[src/rtl/db_req_arb_if.sv]
// Request/engine/response bundle for db_req_arb.
// The slave modport is the arbiter's view and the master modport is the view of
// the block that drives requests, models the engine and consumes responses.
interface db_req_arb_if #(
    parameter int HASH_SIZE = 32,
    parameter int KEY_SIZE  = 96,
    parameter int VAL_SIZE  = 32
);
    // requester port A
    logic                 a_valid;
    logic                 a_ready;
    logic [3:0]           a_op;
    logic [HASH_SIZE-1:0] a_hash;
    logic [KEY_SIZE-1:0]  a_key;
    logic [VAL_SIZE-1:0]  a_value;
    // requester port B
    logic                 b_valid;
    logic                 b_ready;
    logic [3:0]           b_op;
    logic [HASH_SIZE-1:0] b_hash;
    logic [KEY_SIZE-1:0]  b_key;
    logic [VAL_SIZE-1:0]  b_value;
    // lookup engine side
    logic                 db_valid;
    logic [3:0]           db_op;
    logic [HASH_SIZE-1:0] db_hash;
    logic [KEY_SIZE-1:0]  db_key;
    logic [VAL_SIZE-1:0]  db_value;
    logic                 db_out_valid;
    logic [3:0]           db_out_flag;
    // tagged response
    logic                 rsp_valid;
    logic                 rsp_port;
    logic                 rsp_hit;
    logic [3:0]           rsp_flag;

    modport slave (
        input  a_valid, a_op, a_hash, a_key, a_value,
        output a_ready,
        input  b_valid, b_op, b_hash, b_key, b_value,
        output b_ready,
        output db_valid, db_op, db_hash, db_key, db_value,
        input  db_out_valid, db_out_flag,
        output rsp_valid, rsp_port, rsp_hit, rsp_flag
    );

    modport master (
        output a_valid, a_op, a_hash, a_key, a_value,
        input  a_ready,
        output b_valid, b_op, b_hash, b_key, b_value,
        input  b_ready,
        input  db_valid, db_op, db_hash, db_key, db_value,
        output db_out_valid, db_out_flag,
        input  rsp_valid, rsp_port, rsp_hit, rsp_flag
    );
endinterface

[src/rtl/db_req_arb.sv]
// db_req_arb: round-robin arbiter sharing one hash-table lookup engine between
// requester ports A and B. The engine has no backpressure, so a request is held
// stable on db_* for its whole occupancy window (DB_LAT cycles, legal 4..15)
// and the first result seen inside that window is returned to the winning port.
// Optional feature macro: DB_ARB_STATS_EN adds 32-bit grant/hit counters.
module db_req_arb #(
    parameter int HASH_SIZE = 32,
    parameter int KEY_SIZE  = 96,
    parameter int VAL_SIZE  = 32,
    parameter int DB_LAT    = 5
) (
    input  logic         clk,
    input  logic         rst,
    db_req_arb_if.slave  arb_bus
`ifdef DB_ARB_STATS_EN
    ,
    output logic [31:0]  stat_grant_a,
    output logic [31:0]  stat_grant_b,
    output logic [31:0]  stat_hit
`endif
);

    typedef enum logic [1:0] {S_IDLE, S_ISSUE, S_WAIT, S_RESP} state_t;

    state_t               r_state;
    logic                 r_last_b;     // 1: last grant went to B
    logic                 r_tag;        // port owning the request in flight
    logic                 r_db_valid;
    logic [3:0]           r_op;
    logic [HASH_SIZE-1:0] r_hash;
    logic [KEY_SIZE-1:0]  r_key;
    logic [VAL_SIZE-1:0]  r_value;
    logic [3:0]           r_cnt;
    logic                 r_hit;
    logic [3:0]           r_flag;
    logic                 r_rsp_valid;
    logic                 r_rsp_port;
    logic                 r_rsp_hit;
    logic [3:0]           r_rsp_flag;

    logic                 w_idle;
    logic                 w_a_win;
    logic                 w_b_win;
    logic                 w_accept;
    logic                 w_hit_nxt;
    logic [3:0]           w_flag_nxt;
    logic                 w_resp_edge;

    // A tie goes to the port that did not win last time; a lone requester always wins.
    assign w_idle   = (r_state == S_IDLE);
    assign w_a_win  = w_idle && arb_bus.a_valid && (!arb_bus.b_valid || r_last_b);
    assign w_b_win  = w_idle && arb_bus.b_valid && (!arb_bus.a_valid || !r_last_b);
    assign w_accept = w_a_win || w_b_win;

    // Result as it stands including this cycle's pulse, so the last window cycle still counts.
    assign w_hit_nxt   = r_hit || arb_bus.db_out_valid;
    assign w_flag_nxt  = r_hit ? r_flag : (arb_bus.db_out_valid ? arb_bus.db_out_flag : 4'd0);
    assign w_resp_edge = (r_state == S_WAIT) && (r_cnt == 4'd0);

    assign arb_bus.a_ready   = w_a_win;
    assign arb_bus.b_ready   = w_b_win;
    assign arb_bus.db_valid  = r_db_valid;
    assign arb_bus.db_op     = r_op;
    assign arb_bus.db_hash   = r_hash;
    assign arb_bus.db_key    = r_key;
    assign arb_bus.db_value  = r_value;
    assign arb_bus.rsp_valid = r_rsp_valid;
    assign arb_bus.rsp_port  = r_rsp_port;
    assign arb_bus.rsp_hit   = r_rsp_hit;
    assign arb_bus.rsp_flag  = r_rsp_flag;

    // Arbitration FSM: accept, issue, hold for the engine window, then respond.
    always_ff @(posedge clk) begin
        if (!rst) begin
            r_state     <= S_IDLE;
            r_last_b    <= 1'b1;
            r_tag       <= 1'b0;
            r_db_valid  <= 1'b0;
            r_op        <= '0;
            r_hash      <= '0;
            r_key       <= '0;
            r_value     <= '0;
            r_cnt       <= '0;
            r_hit       <= 1'b0;
            r_flag      <= '0;
            r_rsp_valid <= 1'b0;
            r_rsp_port  <= 1'b0;
            r_rsp_hit   <= 1'b0;
            r_rsp_flag  <= '0;
        end else begin
            case (r_state)
                S_IDLE: begin
                    if (w_accept) begin
                        r_op       <= w_b_win ? arb_bus.b_op    : arb_bus.a_op;
                        r_hash     <= w_b_win ? arb_bus.b_hash  : arb_bus.a_hash;
                        r_key      <= w_b_win ? arb_bus.b_key   : arb_bus.a_key;
                        r_value    <= w_b_win ? arb_bus.b_value : arb_bus.a_value;
                        r_tag      <= w_b_win;
                        r_last_b   <= w_b_win;
                        r_db_valid <= 1'b1;
                        r_state    <= S_ISSUE;
                    end
                end
                S_ISSUE: begin
                    r_db_valid <= 1'b0;
                    r_hit      <= 1'b0;
                    r_flag     <= 4'd0;
                    r_cnt      <= 4'(DB_LAT - 1);
                    r_state    <= S_WAIT;
                end
                S_WAIT: begin
                    // only the first result of the window is kept
                    if (arb_bus.db_out_valid && !r_hit) begin
                        r_hit  <= 1'b1;
                        r_flag <= arb_bus.db_out_flag;
                    end
                    if (r_cnt == 4'd0) begin
                        r_rsp_valid <= 1'b1;
                        r_rsp_port  <= r_tag;
                        r_rsp_hit   <= w_hit_nxt;
                        r_rsp_flag  <= w_flag_nxt;
                        r_state     <= S_RESP;
                    end else begin
                        r_cnt <= r_cnt - 4'd1;
                    end
                end
                S_RESP: begin
                    r_rsp_valid <= 1'b0;
                    r_state     <= S_IDLE;
                end
                default: r_state <= S_IDLE;
            endcase
        end
    end

`ifdef DB_ARB_STATS_EN
    logic [31:0] r_stat_a;
    logic [31:0] r_stat_b;
    logic [31:0] r_stat_hit;

    // Free-running grant and hit counters, wrapping at 2^32.
    always_ff @(posedge clk) begin
        if (!rst) begin
            r_stat_a   <= '0;
            r_stat_b   <= '0;
            r_stat_hit <= '0;
        end else begin
            if (w_a_win)                  r_stat_a   <= r_stat_a + 32'd1;
            if (w_b_win)                  r_stat_b   <= r_stat_b + 32'd1;
            if (w_resp_edge && w_hit_nxt) r_stat_hit <= r_stat_hit + 32'd1;
        end
    end

    assign stat_grant_a = r_stat_a;
    assign stat_grant_b = r_stat_b;
    assign stat_hit     = r_stat_hit;
`endif

endmodule

[src/flat_wrapper.sv]
// flat-port wrapper written by rule: the top's interface ports become plain ports
module db_req_arb_flat 
#(
    parameter int HASH_SIZE = 32,
    parameter int KEY_SIZE  = 96,
    parameter int VAL_SIZE  = 32,
    parameter int DB_LAT    = 5
)
  (clk, rst, arb_bus_a_valid, arb_bus_a_op, arb_bus_a_hash, arb_bus_a_key, arb_bus_a_value, arb_bus_a_ready, arb_bus_b_valid, arb_bus_b_op, arb_bus_b_hash, arb_bus_b_key, arb_bus_b_value, arb_bus_b_ready, arb_bus_db_valid, arb_bus_db_op, arb_bus_db_hash, arb_bus_db_key, arb_bus_db_value, arb_bus_db_out_valid, arb_bus_db_out_flag, arb_bus_rsp_valid, arb_bus_rsp_port, arb_bus_rsp_hit, arb_bus_rsp_flag);
  db_req_arb_if #(.HASH_SIZE(HASH_SIZE), .KEY_SIZE(KEY_SIZE), .VAL_SIZE(VAL_SIZE)) arb_bus_i ();
  input  logic clk;
  input  logic rst;
  input wire logic [$bits(arb_bus_i.a_valid)-1:0] arb_bus_a_valid;
  input wire logic [$bits(arb_bus_i.a_op)-1:0] arb_bus_a_op;
  input wire logic [$bits(arb_bus_i.a_hash)-1:0] arb_bus_a_hash;
  input wire logic [$bits(arb_bus_i.a_key)-1:0] arb_bus_a_key;
  input wire logic [$bits(arb_bus_i.a_value)-1:0] arb_bus_a_value;
  output wire logic [$bits(arb_bus_i.a_ready)-1:0] arb_bus_a_ready;
  input wire logic [$bits(arb_bus_i.b_valid)-1:0] arb_bus_b_valid;
  input wire logic [$bits(arb_bus_i.b_op)-1:0] arb_bus_b_op;
  input wire logic [$bits(arb_bus_i.b_hash)-1:0] arb_bus_b_hash;
  input wire logic [$bits(arb_bus_i.b_key)-1:0] arb_bus_b_key;
  input wire logic [$bits(arb_bus_i.b_value)-1:0] arb_bus_b_value;
  output wire logic [$bits(arb_bus_i.b_ready)-1:0] arb_bus_b_ready;
  output wire logic [$bits(arb_bus_i.db_valid)-1:0] arb_bus_db_valid;
  output wire logic [$bits(arb_bus_i.db_op)-1:0] arb_bus_db_op;
  output wire logic [$bits(arb_bus_i.db_hash)-1:0] arb_bus_db_hash;
  output wire logic [$bits(arb_bus_i.db_key)-1:0] arb_bus_db_key;
  output wire logic [$bits(arb_bus_i.db_value)-1:0] arb_bus_db_value;
  input wire logic [$bits(arb_bus_i.db_out_valid)-1:0] arb_bus_db_out_valid;
  input wire logic [$bits(arb_bus_i.db_out_flag)-1:0] arb_bus_db_out_flag;
  output wire logic [$bits(arb_bus_i.rsp_valid)-1:0] arb_bus_rsp_valid;
  output wire logic [$bits(arb_bus_i.rsp_port)-1:0] arb_bus_rsp_port;
  output wire logic [$bits(arb_bus_i.rsp_hit)-1:0] arb_bus_rsp_hit;
  output wire logic [$bits(arb_bus_i.rsp_flag)-1:0] arb_bus_rsp_flag;
  assign arb_bus_i.a_valid = arb_bus_a_valid;
  assign arb_bus_i.a_op = arb_bus_a_op;
  assign arb_bus_i.a_hash = arb_bus_a_hash;
  assign arb_bus_i.a_key = arb_bus_a_key;
  assign arb_bus_i.a_value = arb_bus_a_value;
  assign arb_bus_a_ready = arb_bus_i.a_ready;
  assign arb_bus_i.b_valid = arb_bus_b_valid;
  assign arb_bus_i.b_op = arb_bus_b_op;
  assign arb_bus_i.b_hash = arb_bus_b_hash;
  assign arb_bus_i.b_key = arb_bus_b_key;
  assign arb_bus_i.b_value = arb_bus_b_value;
  assign arb_bus_b_ready = arb_bus_i.b_ready;
  assign arb_bus_db_valid = arb_bus_i.db_valid;
  assign arb_bus_db_op = arb_bus_i.db_op;
  assign arb_bus_db_hash = arb_bus_i.db_hash;
  assign arb_bus_db_key = arb_bus_i.db_key;
  assign arb_bus_db_value = arb_bus_i.db_value;
  assign arb_bus_i.db_out_valid = arb_bus_db_out_valid;
  assign arb_bus_i.db_out_flag = arb_bus_db_out_flag;
  assign arb_bus_rsp_valid = arb_bus_i.rsp_valid;
  assign arb_bus_rsp_port = arb_bus_i.rsp_port;
  assign arb_bus_rsp_hit = arb_bus_i.rsp_hit;
  assign arb_bus_rsp_flag = arb_bus_i.rsp_flag;
  db_req_arb #(.HASH_SIZE(HASH_SIZE), .KEY_SIZE(KEY_SIZE), .VAL_SIZE(VAL_SIZE), .DB_LAT(DB_LAT)) u_core (.clk(clk), .rst(rst), .arb_bus(arb_bus_i));
endmodule
[config.mk]
export PLATFORM = sky130hd
export DESIGN_NAME = db_req_arb_flat
export DESIGN_NICKNAME = d
export VERILOG_FILES = /design/src/rtl/db_req_arb_if.sv /design/src/rtl/db_req_arb.sv /design/src/flat_wrapper.sv
export SDC_FILE = /design/constraint.sdc
export NUM_CORES = 1
export LEC_CHECK = 0
export BUFFER_PORTS_ARGS = -buffer_cell sky130_fd_sc_hd__buf_2
export CORE_AREA = 2 2 200 202
export CTS_CLUSTER_DIAMETER = 50
export DETAILED_ROUTE_END_ITERATION = 16
export DIE_AREA = 0 0 202 204
export PLACE_DENSITY = 0.42
export REMOVE_ABC_BUFFERS = 1
export SETUP_SLACK_MARGIN = 0.4
export SLEW_MARGIN = 5
export SYNTH_ARGS = -nofsm -noshare
export SYNTH_HDL_FRONTEND = slang
export SYNTH_SLANG_ARGS = --single-unit
[constraint.sdc]
create_clock -name clk -period 3.2 [get_ports clk]
set_clock_uncertainty 0.05 [all_clocks]
set_input_delay 0 -clock clk [delete_from_list [all_inputs] [get_ports clk]]
set_output_delay 0 -clock clk [all_outputs]
set_load 0.1 [all_outputs]
==> flow_metrics.env <==
export IMPL_outcome="complete, no violations"
export IMPL_timing_critical_path_from_type="flip-flop"
export IMPL_slew_violations=0
export IMPL_synth_cell_type_count=33
export IMPL_floorplan_initialDensity_pct=19.90
export IMPL_power_sequential_fraction_pct=21.7
export IMPL_reg2reg_setup_slack_ps=550
export IMPL_dr_pass1_iters=5
export IMPL_critical_path_reg2reg_startpoint="u_core.r_state[0]$_SDFFE_PN0P_"
export IMPL_synth_seq_cells=185
export IMPL_maxClockFrequency_ghz=0.3778
export IMPL_clk_transition_reported_paths_ps=70
export IMPL_r2r_worst_path_cells=7
export IMPL_first_iter_violations=714
export IMPL_io_pin_count=511
export IMPL_mean_syn_cell_area_um2=7.599
export IMPL_power_share_switching_pct=58.85
export IMPL_startpoint="u_core.r_state[0]$_SDFFE_PN0P_"
export IMPL_max_vdd_ir_drop_v=0.0005813
export IMPL_drt_vias_per_instance=4.373
export IMPL_route_vias_total=10260
export IMPL_timing_final_setup_violations=0
export IMPL_worstHoldPathCells=4
export IMPL_nNetsFinal=2152
export IMPL_number_of_standard_cells_after_synthesis=1026
export IMPL_power_switching_mw=9.647
export IMPL_timing_critical_path_required_ps=3540
export IMPL_h_tree_depth=4
export IMPL_antenna_found_initial=3
export IMPL_synth_seq_area_share_pct=47.50
export IMPL_ys_warn_count=0
export IMPL_core_rowCount=73
export IMPL_antenna_cells_inserted=0
export IMPL_final_instance_count_excl_fill=2347
export IMPL_die_width_um=202
export IMPL_drt_drc_violations_left=0
export IMPL_powerDensity_mw_per_mm2=1116
export IMPL_wl_mm=34.81
export IMPL_static_leakage_power_nw=7.088
export IMPL_drt_antenna_violating_nets=0
export IMPL_root_buffer="clkbuf_16"
export IMPL_route_detailed_wl_per_inst_um=14.83
export IMPL_core_region_area_mm2=0.03918
export IMPL_setup_slack_of_the_critical_path_after_layout_ps=553.2
export IMPL_critPathCaptureType="flip-flop"
export IMPL_area_growth_synth_to_final_pct=88.51
export IMPL_holdCritPathClass="primary input to flip-flop"
export IMPL_cts_tree="done"
export IMPL_timing_worst_slew_pin_value_ps=842.4
export IMPL_numClockSinks=185
export IMPL_power_total_mw=16.39
export IMPL_min_period_over_period_pct=82.71
export IMPL_grt_start_max_net_pins=170
export IMPL_detailed_place_hpwl_mm=22.39
export IMPL_p_comb_share_pct=65.9
export IMPL_number_of_buffers_added_by_the_clock_tree_synthesis_step=17
export IMPL_clk_latency_ps=430
export IMPL_setup_repair_after_global_routing_missed_its_margin="false"
export IMPL_grt_first_pass_wirelength_mm=54.25
export IMPL_critical_path_max_fanout=169
export IMPL_cts_max_path_buffers=2
export IMPL_max_slew_margin_rel_pct=43.84
export IMPL_detailedPlace_worstSlack_ps=1070
export IMPL_final_standard_cell_utilization_of_the_core_pct=37.51
export IMPL_max_cap_viol_count=0
export IMPL_crit_type="flip-flop to flip-flop"
export IMPL_floorplan_die_area_mm2=0.04121
export IMPL_grt_pass1_vias=10470
export IMPL_grt_ovfl_total=0
export IMPL_drive_gt1_share_pct=30.95
export IMPL_hold_viol=0
export IMPL_setup_tns_final_ps=0
export IMPL_crit_end="u_core.arb_bus.db_key[14]$_SDFFE_PN0P_"
export IMPL_cp_data_arrival_time_ps=2980
export IMPL_syn_cell_area_mm2=0.007796
export IMPL_cellInternalPower_mw=6.747
export IMPL_globalRouteTotalUtil_pct=16.36
export IMPL_share_clk_of_total_power_pct=12.5
export IMPL_floorplan_die_height_um=204
export IMPL_gpl_final_weighted_congestion=0.8080
export IMPL_finalWorstPathRequiredPeriod_ps=2647
export IMPL_worstReg2RegEnd="u_core.arb_bus.db_key[14]$_SDFFE_PN0P_"
export IMPL_port_buffer_count=510
export IMPL_dp_cells=1980
cell usage in the layout, fill, tap and decap left out, types with 8 or more instances in the layout:
cell type	n
clkbuf_16	17
buf_12	8
o21ai_0	162
a21oi_1	9
buf_4	9
nor2_1	18
a31oi_1	166
dlygate4sd3_1	335
buf_2	508
nand2_1	334
dfxtp_1	185
sequential cells by signal, indices dropped and copies added, names as in the netlist, 2 cells and up:
signal and cells:
u_core.r_flag 4, u_core.arb_bus.db_value 32, u_core.arb_bus.rsp_flag 4, u_core.r_cnt 4, u_core.arb_bus.db_hash 32, u_core.arb_bus.db_key 96
u_core.arb_bus.db_op 4, u_core.r_state 2
Yosys cell counts (all sizes together):
cell type / count / share of area [%]
a211oi: 6 / 0.58
a21oi: 9 / 0.58
a221oi: 1 / 0.11
a22oi: 5 / 0.48
a31oi: 166 / 13
buf: 55 / 3.7
clkbuf: 41 / 2.0
clkinv: 1 / 0.048
dfxtp: 185 / 48
ha: 6 / 0.96
inv: 7 / 0.34
mux2: 4 / 0.58
mux2i: 2 / 0.26
nand2: 334 / 16
nand2b: 4 / 0.42
nand3: 3 / 0.26
nor2: 18 / 0.87
nor2b: 3 / 0.24
nor3: 1 / 0.064
nor3b: 5 / 0.55
o211ai: 1 / 0.096
o21ai: 166 / 11
o22ai: 1 / 0.080
or2: 1 / 0.080
or4b: 1 / 0.13
metal layers:
layer	track usage (%)	part of all wire [%]
met5	0	0.078
met4	5.488	2.3
met3	4.990	6.8
met2	28.58	49
met1	18.98	42
power groups by stage:
stage          Sequential [mW]  Combinational [mW]  Clock (mW)
2_1_floorplan             6.24                1.45           0
3_3_place_gp              3.57                9.56           0
3_5_place_dp              3.58                9.56           0
4_1_cts                   3.55                10.8        2.13
5_1_grt                   3.66                11.3        2.22
6_report                  3.55                10.8        2.05
cell families (layout without fill, tap and decap cells):
| group | Yosys count | after routing | share of synthesized area, % |
|---|---|---|---|
| and+or+nand+nor | 370 | 370 | 18.68 |
| buffers and inverters | 104 | 900 | 6.066 |
| AOI/OAI and AO/OA | 355 | 355 | 25.95 |
| muxes | 6 | 6 | 0.8345 |
| DFF | 185 | 185 | 47.50 |
| adders and majority gates | 6 | 6 | 0.9629 |
timing repair:
item | in CTS | in global routing
endpoints found under the hold margin | 176 | 0
endpoints found under the setup margin | 0 | 3
hold buffers | 335 | 0
gates resized for setup | 0 | 1
setup buffers | 0 | 0
worst min-delay path by stage:
| stage | from | endpoint | slack, ps |
|---|---|---|---|
| finish | arb_bus_b_valid | u_core.r_last_b$_SDFFE_PN1P_ | 270 |
| global route | rst | u_core.r_last_b$_SDFFE_PN1P_ | 270 |
| CTS | rst | u_core.r_last_b$_SDFFE_PN1P_ | 250 |
| detailed placement | arb_bus_b_key[36] | u_core.arb_bus.db_key[36]$_SDFFE_PN0P_ | 220 |
| global placement | arb_bus_b_op[3] | u_core.arb_bus.db_op[3]$_SDFFE_PN0P_ | 210 |
| floorplan | rst | u_core.r_last_b$_SDFFE_PN1P_ | 40 |
through the flow:
stage,area [µm²],hold slack [ps]
after floorplan,7353,38.87
after global placement,10800,209.4
after detailed placement,10800,215.7
after CTS,14690,246.3
after global routing,14700,271.6
final,14700,265.3
layout make-up:
class,count,area [µm²]
Clock buffer,22,474.2
Inverter,8,35.03
Tap cell,525,656.9
Clock inverter,10,68.82
Sequential cell,185,3704
Fill cell,4165,24490
Timing Repair Buffer,860,6123
Multi-Input combinational cell,737,3635
critical path, stage by stage, from the launching register on:
cell           delay (ps)
dfxtp_1               330
inv_1                 130
ha_1                  270
nor2b_4               240
buf_12                350
o21ai_0               190
a31oi_1               170
dlygate4sd3_1         560
No activity file was read; power rests on OpenSTA's default activity.
